### src/rtl/rockets_pkg.sv
// rtl/rockets_pkg.sv - shared types and constants for the rocket slot logic
// Purpose: coordinate width, fixed-point split, field borders and slot states.
package rockets_pkg;

    localparam int COORD_W       = 11;
    localparam int FRAC_BITS     = 6;
    localparam int TOP_BORDER    = 0;
    localparam int BOTTOM_BORDER = 464;

    typedef enum logic [1:0] {
        IDLE = 2'd0,
        FLY  = 2'd1,
        OUT  = 2'd2
    } slot_state_t;

    typedef logic signed [COORD_W-1:0] coord_t;

endpackage

### src/rtl/rocket_slot.sv
// rtl/rocket_slot.sv - one rocket slot: arm capture, vertical integrator, exit flag
// Purpose: arms on a rising isActive, moves Y once per frame in fixed point,
//          flags when the rocket leaves the field, drops when isActive falls.
// Ports:
//   clk, reset         clock, asynchronous active-high reset
//   startOfFrame       one-cycle frame pulse
//   isActive           arm level for this slot
//   initialX/Y/Speed   launch bus, sampled on the rising cycle of isActive
//   rocketTLX/TLY      current top-left position (integer pixels)
//   inFlight           slot is FLY or OUT
//   reachedBorder      exit flag gated by isActive
module rocket_slot
    import rockets_pkg::*;
#(
    parameter int P_FRAC   = FRAC_BITS,
    parameter int P_TOP    = TOP_BORDER,
    parameter int P_BOTTOM = BOTTOM_BORDER
) (
    input  logic   clk,
    input  logic   reset,
    input  logic   startOfFrame,
    input  logic   isActive,
    input  coord_t initialX,
    input  coord_t initialY,
    input  coord_t initialSpeed,
    output coord_t rocketTLX,
    output coord_t rocketTLY,
    output logic   inFlight,
    output logic   reachedBorder
);

    localparam int YF_W = COORD_W + P_FRAC;

    slot_state_t            r_state, w_state_next;
    logic                   r_act_d;
    logic                   r_flag, w_flag_next;
    coord_t                 r_x, w_x_next;
    coord_t                 r_spd, w_spd_next;
    logic signed [YF_W-1:0] r_yfix, w_yfix_next, w_yfix_step;
    coord_t                 w_y_step;
    logic                   w_rise;

    assign w_rise      = isActive & ~r_act_d;
    assign w_yfix_step = r_yfix + {{P_FRAC{r_spd[COORD_W-1]}}, r_spd};
    // Integer part of the stepped position; the exit test looks at where the
    // rocket will be after this frame, not where it was.
    assign w_y_step    = w_yfix_step[YF_W-1:P_FRAC];

    always_ff @(posedge clk or posedge reset) begin
        if (reset) begin
            r_state <= IDLE;
            r_act_d <= 1'b0;
            r_flag  <= 1'b0;
            r_x     <= '0;
            r_spd   <= '0;
            r_yfix  <= '0;
        end else begin
            r_state <= w_state_next;
            r_act_d <= isActive;
            r_flag  <= w_flag_next;
            r_x     <= w_x_next;
            r_spd   <= w_spd_next;
            r_yfix  <= w_yfix_next;
        end
    end

    // Priority: rise (capture) over fall over movement. A rise with a frame
    // pulse therefore captures without stepping, and a fall with a frame
    // pulse drops the slot without stepping.
    always_comb begin
        w_state_next = r_state;
        w_flag_next  = r_flag;
        w_x_next     = r_x;
        w_spd_next   = r_spd;
        w_yfix_next  = r_yfix;
        if (w_rise) begin
            w_x_next     = initialX;
            w_yfix_next  = {initialY, {P_FRAC{1'b0}}};
            w_spd_next   = initialSpeed;
            w_state_next = FLY;
            w_flag_next  = 1'b0;
        end else if ((r_state != IDLE) && !isActive) begin
            w_state_next = IDLE;
            w_flag_next  = 1'b0;
        end else if ((r_state == FLY) && startOfFrame) begin
            w_yfix_next = w_yfix_step;
            if (((r_spd < 0) && (w_y_step <= coord_t'(P_TOP))) ||
                ((r_spd > 0) && (w_y_step >= coord_t'(P_BOTTOM)))) begin
                w_state_next = OUT;
                w_flag_next  = 1'b1;
            end
        end
    end

    assign rocketTLX     = r_x;
    assign rocketTLY     = r_yfix[YF_W-1:P_FRAC];
    assign inFlight      = (r_state != IDLE);
    // Gated so the flag disappears in the same cycle the controller clears
    // isActive, preventing its XOR-clear from re-arming the slot.
    assign reachedBorder = r_flag & isActive;

endmodule

### src/rtl/rocket_slots_engine.sv
// rtl/rocket_slots_engine.sv - NUM_SLOTS rocket slots sharing one launch bus
// Purpose: splits the per-slot arm bits, fans out the launch bus and
//          concatenates per-slot outputs (slot i at [11*i +: 11]).
// Ports:
//   clk, reset                       clock, asynchronous active-high reset
//   startOfFrame                     one-cycle frame pulse
//   isActive[NUM_SLOTS]              per-slot arm levels
//   initialX/initialY/initialSpeed   shared signed launch bus
//   rocketTLX/rocketTLY              packed per-slot positions
//   inFlight/reachedBorder           per-slot status
module rocket_slots_engine
    import rockets_pkg::*;
#(
    parameter int NUM_SLOTS     = 3,
    parameter int FRAC_BITS     = rockets_pkg::FRAC_BITS,
    parameter int TOP_BORDER    = rockets_pkg::TOP_BORDER,
    parameter int BOTTOM_BORDER = rockets_pkg::BOTTOM_BORDER
) (
    input  logic                           clk,
    input  logic                           reset,
    input  logic                           startOfFrame,
    input  logic [NUM_SLOTS-1:0]           isActive,
    input  logic signed [COORD_W-1:0]      initialX,
    input  logic signed [COORD_W-1:0]      initialY,
    input  logic signed [COORD_W-1:0]      initialSpeed,
    output logic [NUM_SLOTS*COORD_W-1:0]   rocketTLX,
    output logic [NUM_SLOTS*COORD_W-1:0]   rocketTLY,
    output logic [NUM_SLOTS-1:0]           inFlight,
    output logic [NUM_SLOTS-1:0]           reachedBorder
);

    for (genvar g = 0; g < NUM_SLOTS; g++) begin : g_slot
        rocket_slot #(
            .P_FRAC   (FRAC_BITS),
            .P_TOP    (TOP_BORDER),
            .P_BOTTOM (BOTTOM_BORDER)
        ) u_slot (
            .clk           (clk),
            .reset         (reset),
            .startOfFrame  (startOfFrame),
            .isActive      (isActive[g]),
            .initialX      (initialX),
            .initialY      (initialY),
            .initialSpeed  (initialSpeed),
            .rocketTLX     (rocketTLX[COORD_W*g +: COORD_W]),
            .rocketTLY     (rocketTLY[COORD_W*g +: COORD_W]),
            .inFlight      (inFlight[g]),
            .reachedBorder (reachedBorder[g])
        );
    end

endmodule

### config.mk
export PLATFORM = sky130hd
export DESIGN_NAME = rocket_slots_engine
export DESIGN_NICKNAME = d
export VERILOG_FILES = /design/src/rtl/rockets_pkg.sv /design/src/rtl/rocket_slot.sv /design/src/rtl/rocket_slots_engine.sv
export SDC_FILE = /design/constraint.sdc
export NUM_CORES = 1
export LEC_CHECK = 0
export CAP_MARGIN = 20
export CORE_MARGIN = 2
export CORE_UTILIZATION = 35
export DETAILED_ROUTE_END_ITERATION = 10
export PLACE_DENSITY = 0.51
export RECOVER_POWER = 50
export SLEW_MARGIN = 20
export SYNTH_ARGS = -nofsm -noshare
export SYNTH_HDL_FRONTEND = slang
export SYNTH_SLANG_ARGS = --single-unit
### constraint.sdc
create_clock -name clk -period 12.2 [get_ports clk]
set_clock_uncertainty 0.1 [all_clocks]
set_input_delay 1.22 -clock clk [delete_from_list [all_inputs] [get_ports clk]]
set_output_delay 1.22 -clock clk [all_outputs]
set_load 0.05 [all_outputs]
==> impl_metrics.py, run 1 <==
metrics = {
    "worst_setup_path": {
        "start_kind": "input pin",
        "critPathMaxStageDelay_ns": 0.82,
        "r2r_cells": 12,
        "critical-path-slowest-cell": "clkbuf_1",
        "required_ns": 10.88,
        "path_max_fanout": 26,
        "reg2reg_slack_ns": 8.68,
        "worst_r2r_startpoint": "g_slot[2].u_slot.r_spd[0]$_DFFE_PP0P_",
        "worstReg2RegEnd": "g_slot[2].u_slot.r_state[0]$_DFFE_PP0P_",
        "cp-end-kind": "output port",
        "critical_path_arrival_ns": 3.59,
        "crit_type": "input pin to output port",
        "worstPathCellList": "dlygate4sd3_1 -> clkbuf_1 -> and2_1 -> clkdlybuf4s50_1",
        "worstSetupStartpoint": "isActive[0]",
    },
    "final_layout": {
        "most-common-layout-cells": "nand2_1, dfrtp_1, clkdlybuf4s50_1, o21ai_0, a21oi_1",
        "layout.nets": 1041,
        "area_growth_pct": 21.09,
        "drive_above_1_share_pct": 9.544,
        "n_fill_cell": 2358,
        "multi_input_area_um2": 4519,
        "layout_commonest_cell": "nand2_1",
        "final_area_um2": 9941,
        "ff_latch_area_um2": 3153,
        "final_util_pct": 42.73,
    },
    "die": {
        "start_util_pct": 35.29,
        "die_h_um": 157.2,
        "ios": 111,
        "std_cell_rows": 56,
        "die_area_um2": 24700,
        "die_x_um": 157.2,
        "core-area_um2": 23260,
    },
    "pwr": {
        "p_per_area_nw_per_um2": 227.0,
        "p_leak_nw": 4.356,
        "ir_drop_mv": 0.08794,
    },
    "route": {
        "firstDrtPassIters": 4,
        "drt_iter0_drc": 328,
        "route.detailed.drc": 0,
        "wl_per_cell_um": 18.01,
        "final_antenna_net_count": 0,
        "num_vias": 6615,
        "wirelength_um": 23130,
        "viasPerCell": 5.152,
    },
    "sta": {
        "tightest_slew_ns": 2.700,
        "slew_headroom_pct": -80.96,
        "hold_viol": 0,
        "setup_viol": 0,
        "hold_slack_ns": 0.3712,
        "setup_tns_ns": 0,
        "period_minus_slack_ns": 4.912,
        "slew_viol_final": 60,
        "rsz0062_at_grt": "false",
        "max_freq_ghz": 0.2036,
        "finalCritPeriodShare_pct": 40.26,
    },
    "synth": {
        "synth_cells": 885,
        "synth_edf_count": 0,
        "synth-async-reset-ratio_pct": 100.0,
        "avgSynthCellArea_um2": 9.276,
        "yosysWarnings": 0,
        "synth-seq-area-share_pct": 38.41,
        "synth.distinct_cells": 74,
        "mappedNetlistArea_um2": 8209,
        "synth-seq-cells": 126,
        "ys.flop_type": "dfrtp_1",
        "syn_nets": 975,
    },
    "clock_tree": {
        "hold_buffers": 0,
        "cts_resized": 0,
        "clkTransAtPathRegs_ns": 0.06,
        "cts_tree": "done",
        "cts_buffer_depth": 2,
        "clock_sinks": 126,
        "cts_root_buffer": "clkbuf_16",
        "h-tree-depth": 4,
        "cts_setup_buffers": 0,
        "cts_made_buffers": 17,
        "clock_latency_ns": 0.42,
    },
    "global_routing": {
        "grt_use_total_pct": 19.46,
        "grt_max_degree": 69,
        "grt_pass1_wl_um": 36860,
        "antenna_found_initial": 1,
        "grt_pass1_vias": 6533,
        "grt_overflow": 0,
    },
    "min_path": {
        "worstHoldStart": "g_slot[2].u_slot.rocketTLX[10]$_DFFE_PP0P_",
        "worstHoldEndpoint": "g_slot[2].u_slot.rocketTLX[10]$_DFFE_PP0P_",
        "hold_class": "register to register",
        "hold_depth": 2,
    },
    "place": {
        "dp.final_hpwl_um": 17310,
        "port_buffers": 110,
        "place.gp.congestion": 0.8669,
        "placed_cell_area_um2": 9334,
    },
    "outcome": {
        "violations": "capacitance limit, slew limit",
        "status": "finished with violations",
    },
    "run": {
        "max_cap_viol_count": 1,
    },
}
## worst max path at each step
stage / endpoint / depth (start not counted)
global route: reachedBorder[0] / 4
finish: reachedBorder[0] / 4
floorplan: g_slot[0].u_slot.r_act_d$_DFF_PP0_ / 1
global placement: reachedBorder[0] / 4
CTS: reachedBorder[0] / 4
detailed placement: reachedBorder[0] / 4
## kinds of logic after synthesis
kind of cell,Yosys count,share of synthesized area (%)
simple gates,274,15.71
compound gates,236,19.19
flops,126,38.41
buf+inv,99,6.539
mux,57,7.621
fa+ha+maj,51,8.048
xor+xnor,42,4.481
## layout make-up
type,count,area share (%)
antenna,1,0.02517
clock inverter,13,1.901
multi-input combinational,660,45.46
inverter,31,1.183
timing repair buffer,115,11.34
tap,319,4.015
clock buffer,19,4.355
sequential,126,31.72
## critical path, delay by kind of cell
family | cells | cell delay, ns
buf+inv | 3 | 2.14
simple gates | 1 | 0.24
## layer usage
layer  wire, um  GRT usage (%)
met1      10990          26.52
met5          0              0
met2      10300          30.01
met3       1455          5.920
met4        387          5.281
## synth_stat cells, types with 7 or more instances
master    instances  area [um^2]
ha_1             48        600.6
o21bai_1          7        52.55
clkbuf_1         19        71.32
nor4_1            9        56.30
a21o_1           11        82.58
o211ai_1          8        60.06
xor2_1           19        166.4
a22o_1           15        131.4
dfrtp_1         126         3153
xnor2_1          23        201.4
or3_1             7        43.79
mux2i_1          13        130.1
inv_1            30        112.6
a211oi_1         11        82.58
o21a_1            8        60.06
o22ai_1          11        68.82
mux2_2           44        495.5
nor3_1           11        55.05
buf_4            39        292.8
nand3_1          15        75.07
nor2_1           44        165.2
nand2b_1          9        56.30
nand2_1         130        488.0
o21ai_0          61        305.3
nor2b_1          11        68.82
a21oi_1          49        245.2
## sequential cells by signal, indices dropped and copies added (netlist names)
signal and count:
g_slot.u_slot.rocketTLX 33, g_slot.u_slot.r_state 3, g_slot.u_slot.r_flag 3, g_slot.u_slot.r_act_d 3, g_slot.u_slot.r_spd 33, g_slot.u_slot.r_yfix 51
## metrics by stage
stage | setup slack (ns) | instances | power, mW
finish | 7.288 | 1284 | 2.256
global route | 7.160 | 1283 | 2.409
CTS | 7.972 | 1283 | 2.280
detailed placement | 7.985 | 1251 | 1.722
global placement | 7.972 | 1251 | 1.726
floorplan | 7.524 | 885 | 1.466
## power breakdown
group / internal (mW) / switching [mW]
clock: 0.343 / 0.200
combinational: 0.429 / 0.695
sequential: 0.502 / 0.0869
(Power assumes the default switching activity.)
==> inputs of run 2 (changes only) <==
==> constraint.sdc (replaced) <==
create_clock -name clk -period 4.98 [get_ports clk]
set_clock_uncertainty 0.1 [all_clocks]
set_input_delay 0.498 -clock clk [delete_from_list [all_inputs] [get_ports clk]]
set_output_delay 0.498 -clock clk [all_outputs]
set_load 0.05 [all_outputs]
==> run 2 against run 1 <==
The run now ends clean. Utilization is essentially flat. Count of clock-buffer cells in the layout is the same. Combinational power grew 150%. Largest power group unchanged.
==> impl_metrics.py, run 2 (synthesized netlist as in run 1, its figures left out) <==
metrics = {
    "route": {
        "num_vias": 6712,
        "final_antenna_net_count": 0,
        "route.detailed.drc": 0,
        "wirelength_um": 23600,
        "wl_per_cell_um": 18.39,
        "drt_iter0_drc": 388,
        "viasPerCell": 5.231,
        "firstDrtPassIters": 5,
    },
    "place": {
        "place.gp.congestion": 0.8958,
        "dp.final_hpwl_um": 17510,
        "port_buffers": 110,
        "post-place-ws_ns": 1.719,
    },
    "clock_tree": {
        "cts_resized": 0,
        "clkTransAtPathRegs_ns": 0.06,
        "cts_buffer_depth": 2,
        "clock_latency_ns": 0.42,
        "cts_setup_buffers": 0,
        "h-tree-depth": 4,
        "cts_tree": "done",
        "cts_root_buffer": "clkbuf_16",
        "hold_buffers": 0,
        "cts_made_buffers": 17,
        "clock_sinks": 126,
    },
    "die": {
        "die_area_um2": 24700,
        "std_cell_rows": 56,
        "die_x_um": 157.2,
        "core-area_um2": 23260,
        "ios": 111,
        "start_util_pct": 35.29,
        "die_h_um": 157.2,
    },
    "sta": {
        "slew_viol_final": 0,
        "tightest_slew_ns": 1.160,
        "period_minus_slack_ns": 3.508,
        "finalCritPeriodShare_pct": 70.44,
        "hold_viol": 0,
        "setup_slack_ns": 1.472,
        "slew_headroom_pct": 22.64,
        "max_freq_ghz": 0.2851,
        "rsz0062_at_grt": "false",
        "setup_tns_ns": 0,
        "setup_viol": 0,
    },
    "worst_setup_path": {
        "cp-end-kind": "output port",
        "critical_path.top_delay_family": "buffers and inverters",
        "crit_buf_inv": 3,
        "start_kind": "input pin",
        "reg2reg_slack_ns": 1.65,
        "r2r_cells": 12,
        "worstReg2RegEnd": "g_slot[2].u_slot.r_state[0]$_DFFE_PP0P_",
        "path_max_fanout": 26,
        "required_ns": 4.38,
        "critPathMaxStageDelay_ns": 0.85,
        "worstPathCellList": "dlygate4sd3_1 -> clkbuf_1 -> and2_1 -> clkdlybuf4s50_1",
        "cp.depth": 4,
        "critical-path-slowest-cell": "clkbuf_1",
        "worst_r2r_startpoint": "g_slot[2].u_slot.r_spd[0]$_DFFE_PP0P_",
        "crit_type": "input pin to output port",
        "critical_path_arrival_ns": 2.91,
    },
    "final_layout": {
        "regMostFlops": "g_slot.u_slot.r_yfix",
        "diodes": 0,
        "area_growth_pct": 21.19,
        "layout.nets": 1042,
        "drive_above_1_share_pct": 9.751,
        "final_util_pct": 42.77,
        "largest_reg_flops": 51,
        "layout_commonest_cell": "nand2_1",
        "most-common-layout-cells": "nand2_1, dfrtp_1, clkdlybuf4s50_1, o21ai_0, a21oi_1",
    },
    "run": {
        "max_cap_viol_count": 0,
    },
    "global_routing": {
        "grt_use_total_pct": 19.61,
        "grt_overflow": 0,
        "antenna_found_initial": 1,
        "grt_pass1_vias": 6665,
        "grt_pass1_wl_um": 37440,
        "grt_max_degree": 124,
    },
    "pwr": {
        "ir_drop_mv": 0.2032,
        "p_per_area_nw_per_um2": 554.9,
        "p_leak_nw": 4.337,
    },
    "outcome": {
        "status": "finished, final reports clean",
    },
    "min_path": {
        "hold_class": "input pin to asynchronous set/reset pin",
    },
}
run 2: worst reg2reg max path, cell delays in order, from the launching register on:
cell	delay, ns
dfrtp_1	0.37
ha_1	0.20
inv_1	0.07
fa_1	0.43
nand2b_1	0.19
a21oi_1	0.30
o2111ai_1	0.21
nand2_1	0.15
mux2i_1	0.30
or4b_1	0.45
and3b_1	0.22
a211oi_1	0.06
a21o_1	0.19
run 2: worst max-delay path by stage:
| stage | slack (ns) | from | end |
|---|---|---|---|
| finish | 1.47 | isActive[0] | reachedBorder[0] |
| global route | 1.35 | isActive[0] | reachedBorder[0] |
| CTS | 1.68 | g_slot[2].u_slot.r_spd[0]$_DFFE_PP0P_ | g_slot[2].u_slot.r_state[0]$_DFFE_PP0P_ |
| detailed placement | 1.72 | g_slot[2].u_slot.r_spd[0]$_DFFE_PP0P_ | g_slot[2].u_slot.r_state[0]$_DFFE_PP0P_ |
| global placement | 1.79 | g_slot[2].u_slot.r_spd[0]$_DFFE_PP0P_ | g_slot[2].u_slot.r_state[0]$_DFFE_PP0P_ |
| floorplan | 1.03 | reset | g_slot[0].u_slot.r_act_d$_DFF_PP0_ |
run 2: area by class of cell:
| class | instances | area [um^2] |
|---|---|---|
| clock buffers | 19 | 452.9 |
| clock inverters | 12 | 158.9 |
| multi-input cells | 660 | 4519 |
| repair buffers | 116 | 1147 |
| fillers | 2351 | 13310 |
| well taps | 319 | 399.1 |
| flip-flops and latches | 126 | 3153 |
| inverters | 31 | 117.6 |
run 2: power by group:
part           internal [mW]  switching, mW
clock                  0.814          0.491
combinational           1.06           1.70
sequential              1.23          0.215
total                   3.11           2.41
run 2: routing by layer:
metal / track usage (%) / vias up / part of all wire, %
li1: - / 3283 / -
met1: 25.95 / 3243 / 47
met2: 31.18 / 163 / 46
met3: 6.030 / 23 / 5.9
met4: 5.238 / 0 / 1.4
met5: 0 / - / 0
run 2: through the flow:
stage	cell area [um^2]	power [mW]	std cells	hold slack, ns
detailed placement	9354	4.220	1252	0.3622
CTS	9966	5.558	1283	0.1772
global route	9948	5.886	1283	0.3385
floorplan	8209	3.592	885	0.3563
finish	9948	5.521	1283	0.3522
global placement	9354	4.228	1252	0.3596
